`src/rtl/submod_result_merge.sv`:
```
// Merges two submod result lanes through per-lane FIFOs into one registered,
// round-robin arbitrated output stream tagged with the source lane.

module submod_result_merge_fifo #(
  parameter int W     = 4,
  parameter int DEPTH = 4
) (
  input  logic         clk,
  input  logic         rst,
  input  logic         push_i,
  input  logic [W-1:0] data_i,
  input  logic         pop_i,
  output logic         full_o,
  output logic         empty_o,
  output logic [W-1:0] head_o
);
  localparam int AW = $clog2(DEPTH);
  localparam int CW = AW + 1;

  logic [W-1:0]  mem_q [DEPTH];
  logic [AW-1:0] wp_q, wp_d;
  logic [AW-1:0] rp_q, rp_d;
  logic [CW-1:0] cnt_q, cnt_d;
  logic          do_push;
  logic          do_pop;

  // Full is judged on the registered count alone, so a same-cycle pop never frees a slot.
  assign full_o  = (cnt_q == CW'(DEPTH));
  assign empty_o = (cnt_q == '0);
  assign head_o  = mem_q[rp_q];
  assign do_push = push_i && !full_o;
  assign do_pop  = pop_i && !empty_o;

  always_comb begin
    wp_d  = wp_q;
    rp_d  = rp_q;
    cnt_d = cnt_q;
    if (do_push) wp_d = wp_q + AW'(1);
    if (do_pop)  rp_d = rp_q + AW'(1);
    case ({do_push, do_pop})
      2'b10:   cnt_d = cnt_q + CW'(1);
      2'b01:   cnt_d = cnt_q - CW'(1);
      default: cnt_d = cnt_q;
    endcase
  end

  always_ff @(posedge clk) begin
    if (rst) begin
      wp_q  <= '0;
      rp_q  <= '0;
      cnt_q <= '0;
    end else begin
      wp_q  <= wp_d;
      rp_q  <= rp_d;
      cnt_q <= cnt_d;
    end
  end

  always_ff @(posedge clk) begin
    if (do_push) mem_q[wp_q] <= data_i;
  end
endmodule

module submod_result_merge #(
  parameter int WIDTH0 = 4,
  parameter int WIDTH1 = 3,
  parameter int DEPTH  = 4
) (
  input  logic                                          clk,
  input  logic                                          rst,
  input  logic                                          in0_valid,
  output logic                                          in0_ready,
  input  logic [WIDTH0-1:0]                             in0_data,
  input  logic                                          in1_valid,
  output logic                                          in1_ready,
  input  logic [WIDTH1-1:0]                             in1_data,
  output logic                                          out_valid,
  input  logic                                          out_ready,
  output logic [((WIDTH0 > WIDTH1) ? WIDTH0 : WIDTH1)-1:0] out_data,
  output logic                                          out_lane
);
  localparam int OUT_W = (WIDTH0 > WIDTH1) ? WIDTH0 : WIDTH1;

  // Handshakes: a word moves on a rising edge where valid && ready are both high;
  // the producer holds data stable while valid && !ready.
  logic              full0, full1;
  logic              empty0, empty1;
  logic [WIDTH0-1:0] head0;
  logic [WIDTH1-1:0] head1;
  logic              pop0, pop1;
  logic              ld;
  logic              grant0, grant1;

  logic              out_valid_q, out_valid_d;
  logic [OUT_W-1:0]  out_data_q, out_data_d;
  logic              out_lane_q, out_lane_d;
  logic              last_grant_q, last_grant_d;

  submod_result_merge_fifo #(.W(WIDTH0), .DEPTH(DEPTH)) u_fifo0 (
    .clk     (clk),
    .rst     (rst),
    .push_i  (in0_valid),
    .data_i  (in0_data),
    .pop_i   (pop0),
    .full_o  (full0),
    .empty_o (empty0),
    .head_o  (head0)
  );

  submod_result_merge_fifo #(.W(WIDTH1), .DEPTH(DEPTH)) u_fifo1 (
    .clk     (clk),
    .rst     (rst),
    .push_i  (in1_valid),
    .data_i  (in1_data),
    .pop_i   (pop1),
    .full_o  (full1),
    .empty_o (empty1),
    .head_o  (head1)
  );

  assign in0_ready = !full0;
  assign in1_ready = !full1;

  // Under contention the lane that did not win last time goes next.
  assign ld     = !out_valid_q || out_ready;
  assign grant0 = !empty0 && (empty1 || last_grant_q);
  assign grant1 = !empty1 && (empty0 || !last_grant_q);
  assign pop0   = ld && grant0;
  assign pop1   = ld && grant1;

  always_comb begin
    out_valid_d  = out_valid_q;
    out_data_d   = out_data_q;
    out_lane_d   = out_lane_q;
    last_grant_d = last_grant_q;
    if (ld) begin
      out_valid_d = 1'b0;
      if (grant0) begin
        out_valid_d  = 1'b1;
        out_data_d   = OUT_W'(head0);
        out_lane_d   = 1'b0;
        last_grant_d = 1'b0;
      end else if (grant1) begin
        out_valid_d  = 1'b1;
        out_data_d   = OUT_W'(head1);
        out_lane_d   = 1'b1;
        last_grant_d = 1'b1;
      end
    end
  end

  always_ff @(posedge clk) begin
    if (rst) begin
      out_valid_q  <= 1'b0;
      out_data_q   <= '0;
      out_lane_q   <= 1'b0;
      last_grant_q <= 1'b1;
    end else begin
      out_valid_q  <= out_valid_d;
      out_data_q   <= out_data_d;
      out_lane_q   <= out_lane_d;
      last_grant_q <= last_grant_d;
    end
  end

  assign out_valid = out_valid_q;
  assign out_data  = out_data_q;
  assign out_lane  = out_lane_q;
endmodule

```
`config.mk`:
```
export PLATFORM = sky130hd
export DESIGN_NAME = submod_result_merge
export DESIGN_NICKNAME = d
export VERILOG_FILES = /design/src/rtl/submod_result_merge.sv
export SDC_FILE = /design/constraint.sdc
export NUM_CORES = 1
export LEC_CHECK = 0
export BUFFER_PORTS_ARGS = -buffer_cell sky130_fd_sc_hd__buf_2
export CAP_MARGIN = 20
export CORE_MARGIN = 2
export CORE_UTILIZATION = 60
export CTS_BUF_LIST = sky130_fd_sc_hd__clkbuf_8
export DETAILED_ROUTE_END_ITERATION = 10
export GPL_TIMING_DRIVEN = 0
export PLACE_DENSITY_LB_ADDON = 0.08
export SLEW_MARGIN = 20
export SYNTH_ARGS = -nofsm -noshare
export SYNTH_HDL_FRONTEND = slang
export SYNTH_SLANG_ARGS = --single-unit
```
`constraint.sdc`:
```
create_clock -name clk -period 6.7 [get_ports clk]
set_clock_uncertainty 0.05 [all_clocks]
set_input_delay 1.34 -clock clk [delete_from_list [all_inputs] [get_ports clk]]
set_output_delay 1.34 -clock clk [all_outputs]
set_load 0.02 [all_outputs]
```
* After elaboration in Yosys (flattened, before gate mapping)
Memory sizes are Yosys's and may differ from the RTL's. A register that Yosys moved wholly into a read port is not among the register bits.
Index checks and enable logic that the tools add are counted.
** Word-level totals
- Bits in registers :: 21
- Bits in latches :: 0
- RAM bits :: 28
- ROM bits :: 0
- Bits of input ports :: 12
- Output and inout bits :: 8
- Word-level logic and storage cells :: 65
- Memories kept :: 2
** Memory list
- u_fifo0.mem_q :: depth 4, width 4, rd ports 1, clocked after memory_dff 1, wr ports 1, line 20 : logic [W-1:0] mem_q [DEPTH];
- u_fifo1.mem_q :: depth 4, width 3, rd ports 1, clocked after memory_dff 1, wr ports 1, line 20
** Cells by class
- $add $sub $neg :: 8
- Multipliers :: 0
- Div/mod/pow operators :: 0
- $lt $le $gt $ge :: 0
- Equal/unequal tests :: 6
- Shift-type cells :: 0
- Mux-type cells :: 16
- Bitwise gates (word level) :: 0
- Reductions and logical operators :: 23
** Operators by type and width (number)
- $pmux 3 s2 :: 2
- $add 2x1->2 const B :: 4
- $logic_and 1x1->1 :: 8
- $mux 1 :: 8
- $mux 2 :: 4
- $mux 4 :: 2
- $add 3x1->3 const B :: 2
- $eq 3x3->1 const B :: 2
- $logic_not 1->1 :: 6
- $logic_not 3->1 :: 2
- $reduce_bool 2->1 :: 3
- $sub 3x1->3 const B :: 2
- $eq 2x1->1 const B :: 2
- $eq 2x2->1 const B :: 2
- $logic_or 1x1->1 :: 3
- $reduce_and 2->1 :: 1

* Depth between registers and ports, before layout
- Depth after elaboration :: 7
- Gate-level depth with buffers :: 9
- Mapped depth without buffers :: 9

* Cells and area by module
A second synthesis with hierarchy kept.
** Unflattened totals
- Cell total of the unflattened synthesis :: 183
- Area total of the unflattened synthesis :: 2306.0 um^2
** Modules (own cells, without submodules)
- submod_result_merge_fifo (u_fifo0) :: instances 1, cells each 74, area each 1056.0 um^2, sequential area each 660.6 um^2
- submod_result_merge_fifo (u_fifo1) :: instances 1, cells each 69, area each 913.4 um^2, sequential area each 540.5 um^2
- submod_result_merge :: instances 1, cells each 40, area each 336.6 um^2, sequential area each 140.1 um^2

* Worst setup path before layout
No wires, ideal clock.
- Path type :: input to register
- Start point :: input out_ready
- End point :: register u_fifo1.cnt_q[2]
- Library setup time :: 0.070 ns
- Arrival time :: 2.858 ns
- Data required time :: 6.580 ns
- Slack :: 3.722 ns
- Stages :: 8
- Buffers on the path :: 0
- Path through :: nor2b_1 > a211oi_4 > ha_1 > inv_1 > fa_1 > xor2_1 > or3_1 > a21oi_1
** On the way
- Longest elaborated chain between the ends :: 5
- Elaborated cells on any way between the ends :: 7
- Those cells by class :: eq/ne: 2; mux: 1; reduce/logical: 4
** RTL lines
- start, declared :: line 78 : input logic out_ready,
- $logic_or 1x1->1 (*) :: line 125 : assign ld = !out_valid_q || out_ready;
- $logic_and 1x1->1 (*) :: line 129 : assign pop1 = ld && grant1;
- $logic_and 1x1->1 (*) :: line 32 : assign do_pop = pop_i && !empty_o;
- named net u_fifo1.do_pop :: line 25 : logic do_pop;
- $eq 2x1->1 or $eq 2x2->1 (tied branches) :: line 40 : case ({do_push, do_pop})
- $pmux 3 s2 or $reduce_bool 2->1 (tied branches)
- end signal, assigned :: line 55 : cnt_q <= cnt_d;
- end, declared :: line 23 : logic [CW-1:0] cnt_q, cnt_d;
Mark *: on every way through the listed nets, which the timed path passes. The rest lies on a longest branch.
A chain may end at the register's enable or synchronous reset.

* Worst setup path after layout
Same ends and word-level chain as after synthesis.

==> impl_metrics.env <==
export IMPL_synth_top_area_share=0.380
export IMPL_die_h_um=64.7
export IMPL_die_area_mm2=0.00419
export IMPL_start_util=0.613
export IMPL_async_reset_ff_frac=0
export IMPL_htreeDepth=2
export IMPL_drt_first_pass_iters=4
export IMPL_grt_max_degree=17
export IMPL_seqCellArea_mm2=0.00134
export IMPL_synth_nets=189
export IMPL_yosys_top_cells_area="edfxtp_1 (38%), dfxtp_1 (23%), mux4_2 (7.1%)"
export IMPL_hpwl_um=2820
export IMPL_worst_pin_slew_ps=513
export IMPL_syn_area_mm2=0.00221
export IMPL_fin_cells=240
export IMPL_slew_headroom=0.656
export IMPL_max_freq_ghz=0.334
export IMPL_nFillCells=262
export IMPL_yosysMostFrequentCell="edfxtp_1"
export IMPL_design_area_mm2=0.00245
export IMPL_hold_viol=0
export IMPL_cts_resized=0
export IMPL_status="finished, final reports clean"
export IMPL_multi_input_area_um2=818
export IMPL_rrSetupSlack_ps=4020
export IMPL_rsz0062_at_grt="false"
export IMPL_path_clk_slew_ps=90
export IMPL_rows=22
export IMPL_end_kind="register"
export IMPL_power_density_mw_per_mm2=427
export IMPL_seq_area_frac_synth=0.606
export IMPL_cts_hold_buf=0
export IMPL_synth_commonest_cells="edfxtp_1 (28), dfxtp_1 (25), nor2_1 (18)"
export IMPL_max_clock_path_buffers=2
export IMPL_grt_ovfl_total=0
export IMPL_root_buffer="clkbuf_8"
export IMPL_clk_latency_ps=300
export IMPL_core_mm2=0.00361
export IMPL_drive_gt1_frac=0.198
export IMPL_gp_congestion=0.747
export IMPL_io_buffers=19
export IMPL_p_leak_nw=0.937
export IMPL_n_antenna_cell=0
export IMPL_min_path_type="reg -> reg"
export IMPL_max_stage_delay_ps=400
export IMPL_cp_arrival_ps=3180
export IMPL_maxCapViolations=0
export IMPL_synth_edf_count=28
export IMPL_grt_pass1_wl_um=6310
export IMPL_grt_util_all_layers=0.205
export IMPL_drt_iter0_markers=48
export IMPL_cts_tree="yes"
export IMPL_setup_viol=0
export IMPL_ys_flop_type="edfxtp_1"
export IMPL_start_kind="input port"
export IMPL_fin_crit_sh=0.447
export IMPL_ios=20
export IMPL_fin_ws_ps=3700
export IMPL_wirelength_um=3670
export IMPL_nets=215
export IMPL_die_x_um=64.7
export IMPL_vias=1304
export IMPL_wire_per_inst_um=15.3
export IMPL_whs_ps=444
export IMPL_path_class="in -> reg"
export IMPL_syn_area_per_cell_um2=13.4
export IMPL_cts_made_buffers=5
export IMPL_synthCells=165
export IMPL_crit_family="adder cells"
export IMPL_grt_antenna_before_repair=0
export IMPL_path_max_fanout=6
export IMPL_crit_path_top_delay_cell="fa_1"
export IMPL_post_route_util=0.681
export IMPL_synth_seq_cells=53
export IMPL_drc_errors=0
export IMPL_cp_required_ps=6880
export IMPL_place_ws_ps=3360
export IMPL_power_mw=1.05
export IMPL_cp_cell_sequence="buf_2 > nor2b_1 > a211oi_4 > ha_1 > inv_1 > fa_1 > xor2_1 > or3_1 > a21oi_1"
export IMPL_post_drt_via_cell_ratio=5.43
export IMPL_dpl_instance_area_mm2=0.00237
export IMPL_final_max_slew_viol_count=0
export IMPL_dpl_cell_count=232
export IMPL_ys_types=31
export IMPL_path_buf_inv=2
export IMPL_ant_nets=0
export IMPL_synth_top_cell_by_area="edfxtp_1"
export IMPL_setup_tns_ps=0
export IMPL_ir_drop_uv=265
export IMPL_post_route_min_period_ps=3000
export IMPL_post_cts_buffers=0
export IMPL_cts_sinks=53
export IMPL_yosysWarnings=0
export IMPL_grt_pass1_vias=1367
export IMPL_area_delta_synth_final_pct=11.0
## worst paths after layout
path	from	endpoint	cells after the start
worst max-delay path	out_ready	u_fifo1.cnt_q[2]	9
worst min-delay path	out_data[3]	out_data[3]	2
worst max register to register	u_fifo0.cnt_q[0]	u_fifo1.cnt_q[2]	8
worst min register to register	out_data[3]	out_data[3]	2
## logic make-up after synthesis
logic type                 Yosys count  share of synthesized area
DFF                                 53                      0.606
muxes                               10                     0.0848
AOI/OAI and AO/OA                   21                     0.0662
xor gates and xnor gates             9                     0.0356
adders and majority gates           12                     0.0747
and+or+nand+nor                     46                      0.109
buffers and inverters               14                     0.0238
## per-layer routing
layer / vias up / track usage / share of wire
li1: 643 / - / -
met1: 638 / 0.260 / 0.44
met2: 18 / 0.344 / 0.52
met3: 5 / 0.0503 / 0.032
met4: 0 / 0.0718 / 0.013
met5: - / 0 / 0
## cell usage in the layout (no fill, tap or decap), types with 4 or more instances in the layout
master	count
edfxtp_1	28
dfxtp_1	25
buf_2	19
nor2_1	18
inv_1	13
ha_1	10
a21oi_1	9
and3_1	8
mux4_2	7
nand2_1	6
xor2_1	5
clkbuf_8	5
xnor2_1	4
## sequential cells by signal (all words and copies together) (netlist names), named ones only
register	cells
u_fifo1.cnt_q	3
out_data	4
out_lane	1
u_fifo0.wp_q	2
last_grant_q	1
u_fifo1.mem_q	12
u_fifo0.mem_q	16
u_fifo0.cnt_q	3
u_fifo1.rp_q	2
out_valid	1
u_fifo0.rp_q	2
u_fifo1.wp_q	2
## report_power, final
group	switching, mW	internal [mW]	leakage, nW
Clock	0.0990	0.0722	0.0416
Sequential	0.0592	0.416	0.463
Combinational	0.226	0.177	0.432
Total	0.384	0.665	0.937
## final cells by class
| class | count | share of cell area |
|---|---|---|
| flip-flops and latches | 53 | 0.546 |
| repair buffers | 19 | 0.0387 |
| inverters | 12 | 0.0183 |
| clock buffers | 5 | 0.0280 |
| well taps | 48 | 0.0245 |
| plain buffers | 2 | 0.00306 |
| multi-input cells | 98 | 0.333 |
| clock inverters | 3 | 0.00765 |
## tightest hold or removal path, delay by kind of cell (launching register included)
family,cells,cell delay (ps)
simple gates,1,70
flops,1,330
compound gates,1,60
(Power assumes the default switching activity.)
